===== config.mk =====
export PLATFORM = sky130hd
export DESIGN_NAME = sparse_nway_joiner
export DESIGN_NICKNAME = d
export VERILOG_FILES = /design/src/rtl/sparse_nway_joiner.sv
export SDC_FILE = /design/constraint.sdc
export NUM_CORES = 1
export LEC_CHECK = 0
export CORE_MARGIN = 8
export CORE_UTILIZATION = 40
export CTS_BUF_LIST = sky130_fd_sc_hd__clkbuf_16
export DETAILED_ROUTE_END_ITERATION = 12
export PLACE_DENSITY = 0.59
export SLEW_MARGIN = 30
export SYNTH_ARGS = -nofsm -noshare
export SYNTH_HDL_FRONTEND = slang
export SYNTH_SLANG_ARGS = --single-unit

===== constraint.sdc =====
create_clock -name clk -period 11.2 [get_ports clk]
set_clock_uncertainty 0.2 [all_clocks]
set_input_delay 1.68 -clock clk [delete_from_list [all_inputs] [get_ports clk]]
set_output_delay 1.68 -clock clk [all_outputs]
set_load 0.05 [all_outputs]

===== src/rtl/sparse_nway_joiner.sv =====
// N-input sparse coordinate/position stream joiner (intersect or union) with per-input FIFOs.
// Optional cycle_count/emit_count outputs when SPARSE_JOINER_PERF_EN is defined.
module sparse_nway_joiner #(
  parameter int unsigned NUM_IN     = 3,
  parameter int unsigned DATA_W     = 16,
  parameter int unsigned FIFO_DEPTH = 2
) (
  input  logic                           clk,
  input  logic                           rst,
  input  logic                           clk_en,
  input  logic                           flush,
  input  logic                           tile_en,
  input  logic                           joiner_op,
  input  logic [NUM_IN*(DATA_W+1)-1:0]   coord_in,
  input  logic [NUM_IN-1:0]              coord_in_valid,
  output logic [NUM_IN-1:0]              coord_in_ready,
  input  logic [NUM_IN*(DATA_W+1)-1:0]   pos_in,
  input  logic [NUM_IN-1:0]              pos_in_valid,
  output logic [NUM_IN-1:0]              pos_in_ready,
  output logic [DATA_W:0]                coord_out,
  output logic                           coord_out_valid,
  input  logic                           coord_out_ready,
  output logic [NUM_IN*(DATA_W+1)-1:0]   pos_out,
  output logic [NUM_IN-1:0]              pos_out_valid,
  input  logic [NUM_IN-1:0]              pos_out_ready,
  output logic                           error
`ifdef SPARSE_JOINER_PERF_EN
  ,
  output logic [63:0]                    cycle_count,
  output logic [31:0]                    emit_count
`endif
);

  localparam int unsigned TW = DATA_W + 1;
  localparam int unsigned AW = $clog2(FIFO_DEPTH);
  localparam logic [TW-1:0] TokDone  = {1'b1, DATA_W'(256)};
  localparam logic [TW-1:0] TokEmpty = {1'b1, DATA_W'(512)};

  typedef enum logic [1:0] {StIdle, StRun, StDone} state_e;
  state_e state_q, state_d;

  // Per-input FIFO storage
  logic [TW-1:0] c_mem_q [NUM_IN][FIFO_DEPTH];
  logic [TW-1:0] p_mem_q [NUM_IN][FIFO_DEPTH];
  logic [AW-1:0] c_wp_q  [NUM_IN];
  logic [AW-1:0] c_rp_q  [NUM_IN];
  logic [AW-1:0] p_wp_q  [NUM_IN];
  logic [AW-1:0] p_rp_q  [NUM_IN];
  logic [AW:0]   c_cnt_q [NUM_IN];
  logic [AW:0]   p_cnt_q [NUM_IN];

  logic [NUM_IN-1:0] c_push, p_push, pop;
  logic [NUM_IN-1:0] c_full, p_full, present;
  logic [NUM_IN-1:0] is_data, is_stop, is_done;
  logic [TW-1:0]     hc [NUM_IN];
  logic [TW-1:0]     hp [NUM_IN];

  // Output stage
  logic                         cv_q;
  logic [TW-1:0]                co_q;
  logic [NUM_IN-1:0]            pv_q;
  logic [NUM_IN-1:0][TW-1:0]    po_q;
  logic                         err_q;
  logic                         union_q;

  // Join decision
  logic                         want_emit, want_err, to_done;
  logic [NUM_IN-1:0]            want_pop;
  logic [TW-1:0]                em_coord;
  logic [NUM_IN-1:0][TW-1:0]    em_pos;
  logic [DATA_W-1:0]            min_c, max_c;
  logic [7:0]                   min_lvl;
  logic                         stop_same;
  logic [TW-1:0]                tok_stop;

  logic out_en, slot_free, act, emit, err_set, go_done;

  // Handshakes are only live when the tile is enabled, clocked and out of reset
  assign out_en = tile_en & clk_en & ~rst & ~flush;

  always_comb begin
    for (int i = 0; i < NUM_IN; i++) begin
      c_full[i]  = (c_cnt_q[i] == (AW+1)'(FIFO_DEPTH));
      p_full[i]  = (p_cnt_q[i] == (AW+1)'(FIFO_DEPTH));
      present[i] = (c_cnt_q[i] != '0) && (p_cnt_q[i] != '0);
      hc[i]      = c_mem_q[i][c_rp_q[i]];
      hp[i]      = p_mem_q[i][p_rp_q[i]];
      is_data[i] = ~hc[i][DATA_W];
      is_stop[i] = hc[i][DATA_W] && (hc[i][DATA_W-1:8] == '0);
      is_done[i] = (hc[i] == TokDone);
      coord_in_ready[i] = out_en && (state_q != StDone) && (!c_full[i] || pop[i]);
      pos_in_ready[i]   = out_en && (state_q != StDone) && (!p_full[i] || pop[i]);
      c_push[i]  = coord_in_valid[i] && coord_in_ready[i];
      p_push[i]  = pos_in_valid[i] && pos_in_ready[i];
    end
  end

  always_ff @(posedge clk) begin
    if (clk_en) begin
      for (int i = 0; i < NUM_IN; i++) begin
        if (c_push[i]) c_mem_q[i][c_wp_q[i]] <= coord_in[i*TW +: TW];
        if (p_push[i]) p_mem_q[i][p_wp_q[i]] <= pos_in[i*TW +: TW];
      end
    end
  end

  always_ff @(posedge clk) begin
    if (rst || flush) begin
      for (int i = 0; i < NUM_IN; i++) begin
        c_wp_q[i]  <= '0;
        c_rp_q[i]  <= '0;
        p_wp_q[i]  <= '0;
        p_rp_q[i]  <= '0;
        c_cnt_q[i] <= '0;
        p_cnt_q[i] <= '0;
      end
    end else if (clk_en) begin
      for (int i = 0; i < NUM_IN; i++) begin
        if (c_push[i]) c_wp_q[i] <= c_wp_q[i] + 1'b1;
        if (p_push[i]) p_wp_q[i] <= p_wp_q[i] + 1'b1;
        if (pop[i]) begin
          c_rp_q[i] <= c_rp_q[i] + 1'b1;
          p_rp_q[i] <= p_rp_q[i] + 1'b1;
        end
        c_cnt_q[i] <= c_cnt_q[i] + (AW+1)'(c_push[i]) - (AW+1)'(pop[i]);
        p_cnt_q[i] <= p_cnt_q[i] + (AW+1)'(p_push[i]) - (AW+1)'(pop[i]);
      end
    end
  end

  // Head analysis and join decision, independent of whether it may act this cycle
  always_comb begin
    min_c     = '1;
    max_c     = '0;
    min_lvl   = '1;
    stop_same = 1'b1;
    for (int i = 0; i < NUM_IN; i++) begin
      if (is_data[i]) begin
        if (hc[i][DATA_W-1:0] < min_c) min_c = hc[i][DATA_W-1:0];
        if (hc[i][DATA_W-1:0] > max_c) max_c = hc[i][DATA_W-1:0];
      end
      if (is_stop[i] && (hc[i][7:0] < min_lvl)) min_lvl = hc[i][7:0];
    end
    for (int i = 0; i < NUM_IN; i++) begin
      if (is_stop[i] && (hc[i][7:0] != min_lvl)) stop_same = 1'b0;
    end
    tok_stop  = {1'b1, {(DATA_W-8){1'b0}}, min_lvl};

    want_emit = 1'b0;
    want_pop  = '0;
    want_err  = 1'b0;
    to_done   = 1'b0;
    em_coord  = '0;
    em_pos    = '0;

    if (&is_done) begin
      want_emit = 1'b1;
      want_pop  = '1;
      to_done   = 1'b1;
      em_coord  = TokDone;
      for (int i = 0; i < NUM_IN; i++) em_pos[i] = TokDone;
    end else if (|is_data) begin
      if (union_q) begin
        want_emit = 1'b1;
        em_coord  = {1'b0, min_c};
        for (int i = 0; i < NUM_IN; i++) begin
          if (is_data[i] && (hc[i][DATA_W-1:0] == min_c)) begin
            want_pop[i] = 1'b1;
            em_pos[i]   = hp[i];
          end else begin
            em_pos[i]   = TokEmpty;
          end
        end
      end else if ((&is_data) && (min_c == max_c)) begin
        want_emit = 1'b1;
        want_pop  = '1;
        em_coord  = {1'b0, min_c};
        for (int i = 0; i < NUM_IN; i++) em_pos[i] = hp[i];
      end else if (&is_data) begin
        for (int i = 0; i < NUM_IN; i++) want_pop[i] = (hc[i][DATA_W-1:0] < max_c);
      end else begin
        // Data mixed with stops: drain data until every head reaches its stop
        want_pop = is_data;
      end
    end else if (&is_stop) begin
      want_emit = 1'b1;
      want_pop  = '1;
      want_err  = ~stop_same;
      em_coord  = tok_stop;
      for (int i = 0; i < NUM_IN; i++) em_pos[i] = tok_stop;
    end else begin
      // Malformed mix of stops with done/empty: flag it and drain toward Done
      want_err = 1'b1;
      want_pop = ~is_done;
    end
  end

  always_comb begin
    slot_free = !cv_q || (coord_out_ready && out_en);
    for (int i = 0; i < NUM_IN; i++) begin
      if (pv_q[i] && !(pos_out_ready[i] && out_en)) slot_free = 1'b0;
    end
    act     = (state_q == StRun) && (&present) && out_en;
    emit    = act && want_emit && slot_free;
    pop     = (act && (!want_emit || slot_free)) ? want_pop : '0;
    err_set = act && want_err && (!want_emit || slot_free);
    go_done = emit && to_done;
  end

  always_comb begin
    state_d = state_q;
    unique case (state_q)
      StIdle:  state_d = StRun;
      StRun:   if (go_done) state_d = StDone;
      StDone:  state_d = StDone;
      default: state_d = StIdle;
    endcase
  end

  always_ff @(posedge clk) begin
    if (rst || flush) begin
      state_q <= StIdle;
      union_q <= 1'b0;
      err_q   <= 1'b0;
      cv_q    <= 1'b0;
      co_q    <= '0;
      pv_q    <= '0;
      po_q    <= '0;
    end else if (clk_en) begin
      state_q <= state_d;
      if (state_q == StIdle) union_q <= joiner_op;
      if (err_set) err_q <= 1'b1;
      if (emit) begin
        cv_q <= 1'b1;
        co_q <= em_coord;
        pv_q <= '1;
        po_q <= em_pos;
      end else begin
        if (coord_out_ready && out_en) cv_q <= 1'b0;
        pv_q <= pv_q & ~(pos_out_ready & {NUM_IN{out_en}});
      end
    end
  end

  assign coord_out       = co_q;
  assign coord_out_valid = cv_q & out_en;
  assign pos_out         = po_q;
  assign pos_out_valid   = pv_q & {NUM_IN{out_en}};
  assign error           = err_q;

`ifdef SPARSE_JOINER_PERF_EN
  logic        started_q, stopped_q;
  logic [63:0] cyc_q;
  logic [31:0] emc_q;
  logic        any_in_v;

  assign any_in_v = (|coord_in_valid) | (|pos_in_valid);

  // Counts every edge from the first input valid through the Done emission, inclusive
  always_ff @(posedge clk) begin
    if (rst || flush) begin
      started_q <= 1'b0;
      stopped_q <= 1'b0;
      cyc_q     <= '0;
      emc_q     <= '0;
    end else if (clk_en) begin
      if (!stopped_q && (started_q || any_in_v)) begin
        started_q <= 1'b1;
        cyc_q     <= cyc_q + 64'd1;
      end
      if (go_done) stopped_q <= 1'b1;
      if (emit) emc_q <= emc_q + 32'd1;
    end
  end

  assign cycle_count = cyc_q;
  assign emit_count  = emc_q;
`endif

endmodule


After elaboration in Yosys (flattened, before gate mapping) --
Memory sizes are Yosys's and may differ from the RTL's. Index checks and enable logic that the tools add are counted.
Storage, ports and cells: register bits after elaboration 76, latch bits 0, RAM bits 228, memory bits (read-only) 0, logic and storage cells 380, memories 8
Memories:
- c_mem_q | depth 3, width 34, rd ports 3, clocked after memory_dff 0, wr ports 3, RTL line 43 | logic [TW-1:0] c_mem_q [NUM_IN][FIFO_DEPTH];
- p_mem_q | depth 3, width 34, rd ports 3, clocked after memory_dff 0, wr ports 3, RTL line 44 | logic [TW-1:0] p_mem_q [NUM_IN][FIFO_DEPTH];
- c_cnt_q | depth 3, width 2, rd ports 3, clocked after memory_dff 0, wr ports 3, RTL line 49 | logic [AW:0] c_cnt_q [NUM_IN];
- p_cnt_q | depth 3, width 2, rd ports 3, clocked after memory_dff 0, wr ports 3, RTL line 50 | logic [AW:0] p_cnt_q [NUM_IN];
- c_rp_q | depth 3, width 1, rd ports 3, clocked after memory_dff 0, wr ports 3, RTL line 46 | logic [AW-1:0] c_rp_q [NUM_IN];
- c_wp_q | depth 3, width 1, rd ports 3, clocked after memory_dff 0, wr ports 3, RTL line 45 | logic [AW-1:0] c_wp_q [NUM_IN];
- +2 memories
Operators by class: add/subtract/negate cells 24, $mul 0, div/mod/pow operators 0, $lt $le $gt $ge 30, eq/ne operators 20, shifts and indexed selects 0, muxes and demuxes 153, bitwise operators 45, reductions and logical operators 91
Operators by type and width (number):
- 2-to-1 mux 17 bit | 30
- 2-to-1 mux 51 bit | 5
- 2-to-1 mux 16 bit | 14
- 2-to-1 mux 34 bit | 6
- demux 17 bit (select 1 bit) | 6
- less-than comparator 16 bit | 5
- 2-to-1 mux 1 bit | 73
- == test 16 bit | 4
- == test 17 bit, second input constant | 3
- logical AND 1 bit | 50
- greater-than comparator 16 bit | 2
- greater-or-equal comparator 2 bit, second input constant | 12
- zero test 8 bit | 3
- 2-to-1 mux 3 bit | 8
- 2-to-1 mux 8 bit | 3
- != test 8 bit | 3
- NOT 1 -> 2 bit | 12
- OR 1 bit | 18
- greater-than comparator 16 x 1 -> 1 bit, second input constant | 1
- less-than comparator 16 bit, second input constant | 1
- less-than comparator 8 bit | 2
- == test 2 bit, second input constant | 7
- 2-to-1 mux 2 bit | 7
- nonzero test 2 bit | 7
- 18 further kinds | 81

Logic depth before layout (Yosys ltp) --
Gate-level depths: netlist of the first run. An unclocked memory read counts as a cell.
word-level depth 32, mapped depth 50, mapped depth without buffers 44

Worst setup path after synthesis of the first run --
Ideal clock, no wire load.
kind register to output, start point memory c_rp_q[0][0] (netlist name), end point output port coord_in_ready[2], data arrival time 8.650 ns, required time 9.320 ns, slack 0.670 ns, stages on the path, launching flop included 43, path buffers 9, path through edfxtp_1 -> clkbuf_1 -> buf_2 -> buf_2 -> nor4_1 -> a31o_2 -> a41oi_1 -> clkbuf_1 -> nand2_1 -> ha_1 -> nand4_1 -> a2111oi_1 -> o31ai_1 -> clkbuf_1 -> clkbuf_1 -> nor2_1 -> a31oi_1 -> ha_1 -> (+7 left out) -> clkbuf_1 -> clkbuf_1 -> nand2_1 -> o21ai_0 -> ha_1 -> nor2b_1 -> o21ai_0 -> nand2b_1 -> a21oi_1 -> nor2b_1 -> o21ai_0 -> nand2b_1 -> a21oi_1 -> o21ai_0 -> a21oi_1 -> and3_1 -> a21oi_2 -> a31oi_1
RTL lines:
- start, declared | RTL line 46
- end, declared | RTL line 16 | output logic [NUM_IN-1:0] coord_in_ready,

==> results of run 1 <==
## cell usage after synthesis, drive strengths merged (25+ instances only)
master / n
edfxtp: 228
nor2: 141
nand2: 139
a21oi: 130
ha: 129
mux2: 84
dfxtp: 76
inv: 74
mux2i: 68
xnor2: 56
o21ai: 55
nand3: 47
clkbuf: 44
nand4: 33
a31oi: 30
o2bb2ai: 27
nor3: 25
## per-layer routing
metal	routed length, um	share of wire, %	up-vias	track usage (%)
li1	-	-	6879	-
met1	28400	43	7251	33.5
met2	30000	46	644	39.6
met3	4570	6.9	157	3.62
met4	2970	4.5	2	10.3
met5	13	0.020	-	0
## repair_timing
item                                    4_1_cts  5_1_grt
buffers inserted                              0       10
endpoints found under the setup margin        0        6
gates resized for setup                       0       13
## registers in the layout, indices dropped and copies added (netlist names)
| signal | count |
|---|---|
| c_cnt_q | 6 |
| c_mem_q | 102 |
| c_rp_q | 3 |
| c_wp_q | 3 |
| coord_out | 17 |
| cv_q | 1 |
| error | 1 |
| p_cnt_q | 6 |
| p_mem_q | 102 |
| p_rp_q | 3 |
| p_wp_q | 3 |
| pos_out | 51 |
| pv_q | 3 |
| state_q | 2 |
| union_q | 1 |
## metrics by stage
step	cell area, um^2	hold WS [ns]	cells	util, %
after floorplan	17800	0.263	1678	-
after global placement	21200	0.240	2517	48.1
after detailed placement	21200	0.245	2517	48.1
after CTS	22300	0.252	2575	50.6
after global routing	22500	0.271	2587	51.0
final	22500	0.255	2587	51.0
## area by class of cell
class                      instances  area, um^2  share of cell area, %
tap                              592         741                   3.30
sequential                       304        8370                   37.3
timing repair buffer             323        3010                   13.4
clock inverter                    27         330                   1.47
multi-input combinational       1231        8930                   39.8
clock buffer                      31         776                   3.46
inverter                          79         297                   1.32
## critical path, delay by kind of cell (launching register included)
| family | cells | cell delay [ns] |
|---|---|---|
| and+or+nand+nor | 5 | 1.93 |
| muxes | 2 | 0.51 |
| buffers and inverters | 7 | 1.52 |
| adders and majority gates | 2 | 0.78 |
| DFF | 1 | 0.63 |
| AOI/OAI and AO/OA | 12 | 2.81 |
| xor gates and xnor gates | 1 | 0.10 |
## cells by family after synthesis
group / synth area share (%)
buffers and inverters: 3.18
multiplexers: 9.27
AND/OR/NAND/NOR: 13.3
AO/OA/AOI/OAI: 14.0
adder cells (fa/ha/maj): 9.26
XOR/XNOR: 3.90
flip-flops: 47.1
## how the worst max path moves through the flow
stage                                          start           endpoint  slack (ns)
after floorplan           c_rp_q[0][0]$_SDFFCE_PN0P_  coord_in_ready[2]        0.67
after global placement    c_rp_q[0][1]$_SDFFCE_PN0P_    pos_in_ready[2]        0.73
after detailed placement  c_rp_q[0][0]$_SDFFCE_PN0P_    pos_in_ready[2]        0.78
after CTS                 c_rp_q[0][0]$_SDFFCE_PN0P_    pos_in_ready[2]        0.11
after global routing      c_rp_q[0][0]$_SDFFCE_PN0P_  coord_in_ready[0]      -0.005
final                     c_rp_q[0][1]$_SDFFCE_PN0P_  coord_in_ready[2]        0.41
## power by group through the flow
stage	Clock, mW	Sequential, mW	Combinational (mW)
6_report	1.11	1.23	0.341
5_1_grt	1.17	1.23	0.366
4_1_cts	1.14	1.23	0.328
3_5_place_dp	0	1.25	0.326
3_3_place_gp	0	1.25	0.323
2_1_floorplan	0	1.25	0.181
==> impl_results.md, run 1 <==
* Library cells used by synthesis at 82
* YS warnings at 0
* Number of flops mapped to enable cells by yosys at roughly 230
* Initial core utilization at 40.3%
* Critical path class: register to output pin
* #FFs+latches synth at around 300
* Endpoint of the worst hold path: pos_out[31]$_SDFFE_PP0P_
* Routed Antenna Nets at 0
* Final worst slack at a little over 0.4 ns
* Pwr Total at 2.68 mW
* Worst Hold Launch: pos_out[31]$_SDFFE_PP0P_
* Minimum clock period at 10.79 ns
* Ports at 197
* PD cells at 120 nW/um^2
* Hold path cells at 2
* H-tree levels at 1
* # diodes at 0
* GRT overflow at 0
* DR iter-0 viols at 1,263
* Port buffer count at around 200
* Status: completed
* Share of layout cells above drive strength 1 at roughly 16%
* Pre-antenna DRT Iters at 5
* Crit path DAT at 8.91 ns
* Slew @ Worst Pin at 0.971 ns
* Die H at between 200 and 250 um
* Register area share after synthesis at 47.1%
* Worst Path Max Fanout at 24
* Int Power at approximately 2 mW
* R2R depth at 34
* Cell taking the most area after synthesis: edfxtp_1
* Routability Congestion at about 1.0
* Peak VDD IR at 0.000134 V
* Area fraction of the dominant cell type after synthesis at approximately 39%
* Synthesis-to-finish area growth at 26.4%
* Slew HR at 33.6%
* Setup Total Neg Slack at 0 ns
* Vias in the first global route at 14,800
* Reg-to-reg endpoint: p_cnt_q[0][5]$_SDFFCE_PN0P_
* Final period util at 96.3%
* Routed Wire Length at 66,000 um
* CP max stage delay at 0.63 ns
* Main synth FF type: edfxtp_1
* Final Setup Violations at 0
* Hold crit path type: register to register
* Via count at 14,900
* Ys async rst share at 0%
* HPWL Detailed at 50,700 um
* Core area at between 40,000 and 50,000 um^2
* Combinational fraction of design power at 12.7%
* Critical-path top delay cell: edfxtp_1
* R2R Setup Slk at 1.45 ns
* Mapped Area at 17,800 um^2
* Row cnt at 77
* Pre-CTS setup slack at 0.780 ns
* CTS Root Cell: clkbuf_16
* P_leak at ~8.5 nW
* Largest net degree at the start of global routing at 53
* Switch Pwr at around 0.65 mW
* Initial antenna violation count at 1
* Hold buffers post-CTS at 0
* Reg clk slew, reported paths at around 0.06 ns
* Sw Ratio at 24.1%
* Wire length per cell at 25.5 um
* CTS sink cnt at slightly above 300
* Final nets at between 2,000 and 2,500
* Syn Area/Cell at between 10 and 15 um^2
* Die W at ~230 um
* Syn Nets at between 1,500 and 2,000
* CTS tree: yes
* Fin. Hold Viols at 0
* Filler instances at 3,988
* Die Area at 51,400 um^2
* Critical path capture point type: output pin
* Sequential cell fraction of total power at between 40% and 50%
* Fmax at slightly above 90 MHz
* Most frequent cells in the layout: edfxtp_1, clkdlybuf4s50_1, nor2_1
* Slew Viols, Final at 0
* Worst r2r src: c_rp_q[0][1]$_SDFFCE_PN0P_
* Critical Path RT at 9.32 ns
* Max cap viols at 0
* CTS Buffer Depth at 3
* Clock power share at between 40% and 50%
* Post-Syn Instances at 1,678
* GRT Overall Usage at 24.8%
* Num CTS Buffers at 31
* Vias per cell at 5.77
* CP Launch Type: register
* Remaining DRCs at 0
* Clk Latency, worst-skew pair at 0.59 ns
* First-pass GRT wire length at 96,000 um
* Top cells by area, synth: edfxtp_1, ha_1, dfxtp_1
* Most common cell after layout, fill and taps aside: edfxtp_1
(Power assumes the default switching activity.)
==> run 2, diff against run 1 <==
--- a/config.mk
+++ b/config.mk
@@ -5,10 +5,11 @@
 export SDC_FILE = /design/constraint.sdc
 export NUM_CORES = 1
 export LEC_CHECK = 0
-export CORE_MARGIN = 8
+export CORE_MARGIN = 2
 export CORE_UTILIZATION = 40
 export CTS_BUF_LIST = sky130_fd_sc_hd__clkbuf_16
 export DETAILED_ROUTE_END_ITERATION = 12
+export GPL_ROUTABILITY_DRIVEN = 0
 export PLACE_DENSITY = 0.59
 export SLEW_MARGIN = 30
 export SYNTH_ARGS = -nofsm -noshare
==> run 2 against run 1 <==
Design area fell by 1.1%. Power fell by 0.74%. Clock-buffer cell count grew 5. Wire length down 7.5%. Worst setup slack worse by 0.14 ns. Non-clock buffer count down 26. Register-to-register slack worse by 0.13 ns.
==> impl_results.md, run 2 (synthesized netlist as in run 1, its figures left out) <==
* Max cap viols at 0
* Die Area at 46,100 um^2
* Clk Latency, worst-skew pair at 0.54 ns
* Sequential cell fraction of total power at between 40% and 50%
* HPWL Detailed at 46,300 um
* CTS tree: yes
* Pwr Total at 2.66 mW
* Port buffer count at 196
* P_leak at ~8.4 nW
* Final period util at 97.6%
* Final Setup Violations at 0
* Vias per cell at 5.87
* PD cells at 120 nW/um^2
* Largest net degree at the start of global routing at 53
* # diodes at 0
* GRT overflow at 0
* Reg clk slew, reported paths at 0.06 ns
* Initial core utilization at 40.3%
* CTS Root Cell: clkbuf_16
* Clock power share at 41.6%
* CTS Buffer Depth at 3
* CP Launch Type: register
* Critical path class: register to output pin
* Status: completed
* Critical Path RT at 9.32 ns
* Die W at 215 um
* CP max stage delay at 0.64 ns
* Ports at 197
* Routed Wire Length at 61,000 um
* Minimum clock period at 10.93 ns
* Slew @ Worst Pin at 0.945 ns
* Combinational fraction of design power at 12.3%
* Peak VDD IR at 0.0000897 V
* Sw Ratio at 24.3%
* Most common cell after layout, fill and taps aside: edfxtp_1
* First-pass GRT wire length at a little over 90,000 um
* Pre-antenna DRT Iters at 5
* Via count at 15,000
* CP delay by family, top: simple AND/OR/NAND/NOR gates
* Cell area after layout at 22,200 um^2
* Row cnt at between 70 and 80
* Initial antenna violation count at 0
* Cell mode on critical path: buf_4
* GRT Overall Usage at 25.8%
* Core area at 44,000 um^2
* Die H at 215 um
* CTS sink cnt at 304
* Worst Path Max Fanout at 12
* Vias in the first global route at 14,800
* Fmax at approximately 92 MHz
* H-tree levels at 2
* DR iter-0 viols at 1,560
* Critical path capture point type: output pin
* Most frequent cells in the layout: edfxtp_1, clkdlybuf4s50_1, nor2_1
* Switch Pwr at 0.648 mW
* Share of layout cells above drive strength 1 at roughly 14%
* Slew HR at 35.4%
* Int Power at 2.02 mW
* Routed Antenna Nets at 0
* Wire length per cell at between 20 and 25 um
* Crit path DAT at 9.05 ns
* CP Buf/Inv Count at 8
* Synthesis-to-finish area growth at 25.0%
* Placed cell area at between 20,000 and 25,000 um^2
* Critical-path top delay cell: mux2i_1
* Slew Viols, Final at 0
* Remaining DRCs at 0
* Fin. Hold Viols at 0
* Final nets at 2,194
* Hold crit path type: register to register
* Num CTS Buffers at 34
## run 2: cell types whose count changed in the layout (fill, tap and decap cells not counted), moves of 2 or more
cell       before  now
a31oi_1        26   28
a31oi_2         4    1
buf_4         123   99
bufinv_16       7    3
clkbuf_16      31   36
clkinv_2        9    4
clkinv_4        2    0
inv_1          73   78
mux2i_1        60   65
mux2i_2         7    2
## run 2: tightest hold or removal path: stages (launching register included)
cell	delay, ns
dfxtp_1	0.31
nand2_1	0.05
a21oi_1	0.05
## run 2: area by class of cell
type                       instances  area, um^2
fill                            4024       21800
multi-input combinational       1231        8890
sequential                       304        8370
timing repair buffer             297        2800
clock buffer                      36         901
tap                              592         741
inverter                          79         297
clock inverter                    24         206
## run 2: power groups by stage
stage	combinational, mW	sequential (mW)	clock (mW)
global route	0.351	1.23	1.17
CTS	0.314	1.23	1.13
detailed placement	0.312	1.25	0
global placement	0.305	1.25	0
floorplan	0.181	1.25	0
finish	0.328	1.23	1.11
## run 2: worst paths after layout
check                        startpoint                          end  slack, ns  cells after the start
max reg2reg  c_rp_q[0][0]$_SDFFCE_PN0P_  c_cnt_q[0][1]$_SDFFCE_PN0P_       1.32                     36
min reg2reg    pos_out[43]$_SDFFE_PP0P_     pos_out[43]$_SDFFE_PP0P_       0.25                      2
min            pos_out[43]$_SDFFE_PP0P_     pos_out[43]$_SDFFE_PP0P_       0.25                      2
max          c_rp_q[0][0]$_SDFFCE_PN0P_              pos_in_ready[0]       0.27                     32
## run 2: through the flow
| step | TNS (ns) | instances | util [%] | hold WS, ns | setup slack, ns |
|---|---|---|---|---|---|
| finish | 0 | 2563 | 50.4 | 0.249 | 0.273 |
| global route | -0.0109 | 2563 | 50.4 | 0.265 | -0.0109 |
| CTS | 0 | 2552 | 50.2 | 0.251 | 0.150 |
| detailed placement | 0 | 2492 | 47.6 | 0.243 | 0.589 |
| global placement | 0 | 2491 | 47.6 | 0.241 | 0.786 |
| floorplan | 0 | 1678 | - | 0.263 | 0.670 |
## run 2: repair_timing
action	in CTS	in global routing
endpoints found under the setup margin	2	6
setup buffers	0	11
gates resized for setup	1	7
pin swaps	0	1
hold buffers	0	0
## run 2: per-layer routing
layer	wire length [um]	up-vias	GRT usage, %
li1	-	6845	-
met1	25800	7292	34.8
met2	27300	709	39.9
met3	4770	194	4.57
met4	3130	0	12.8
met5	0	-	0
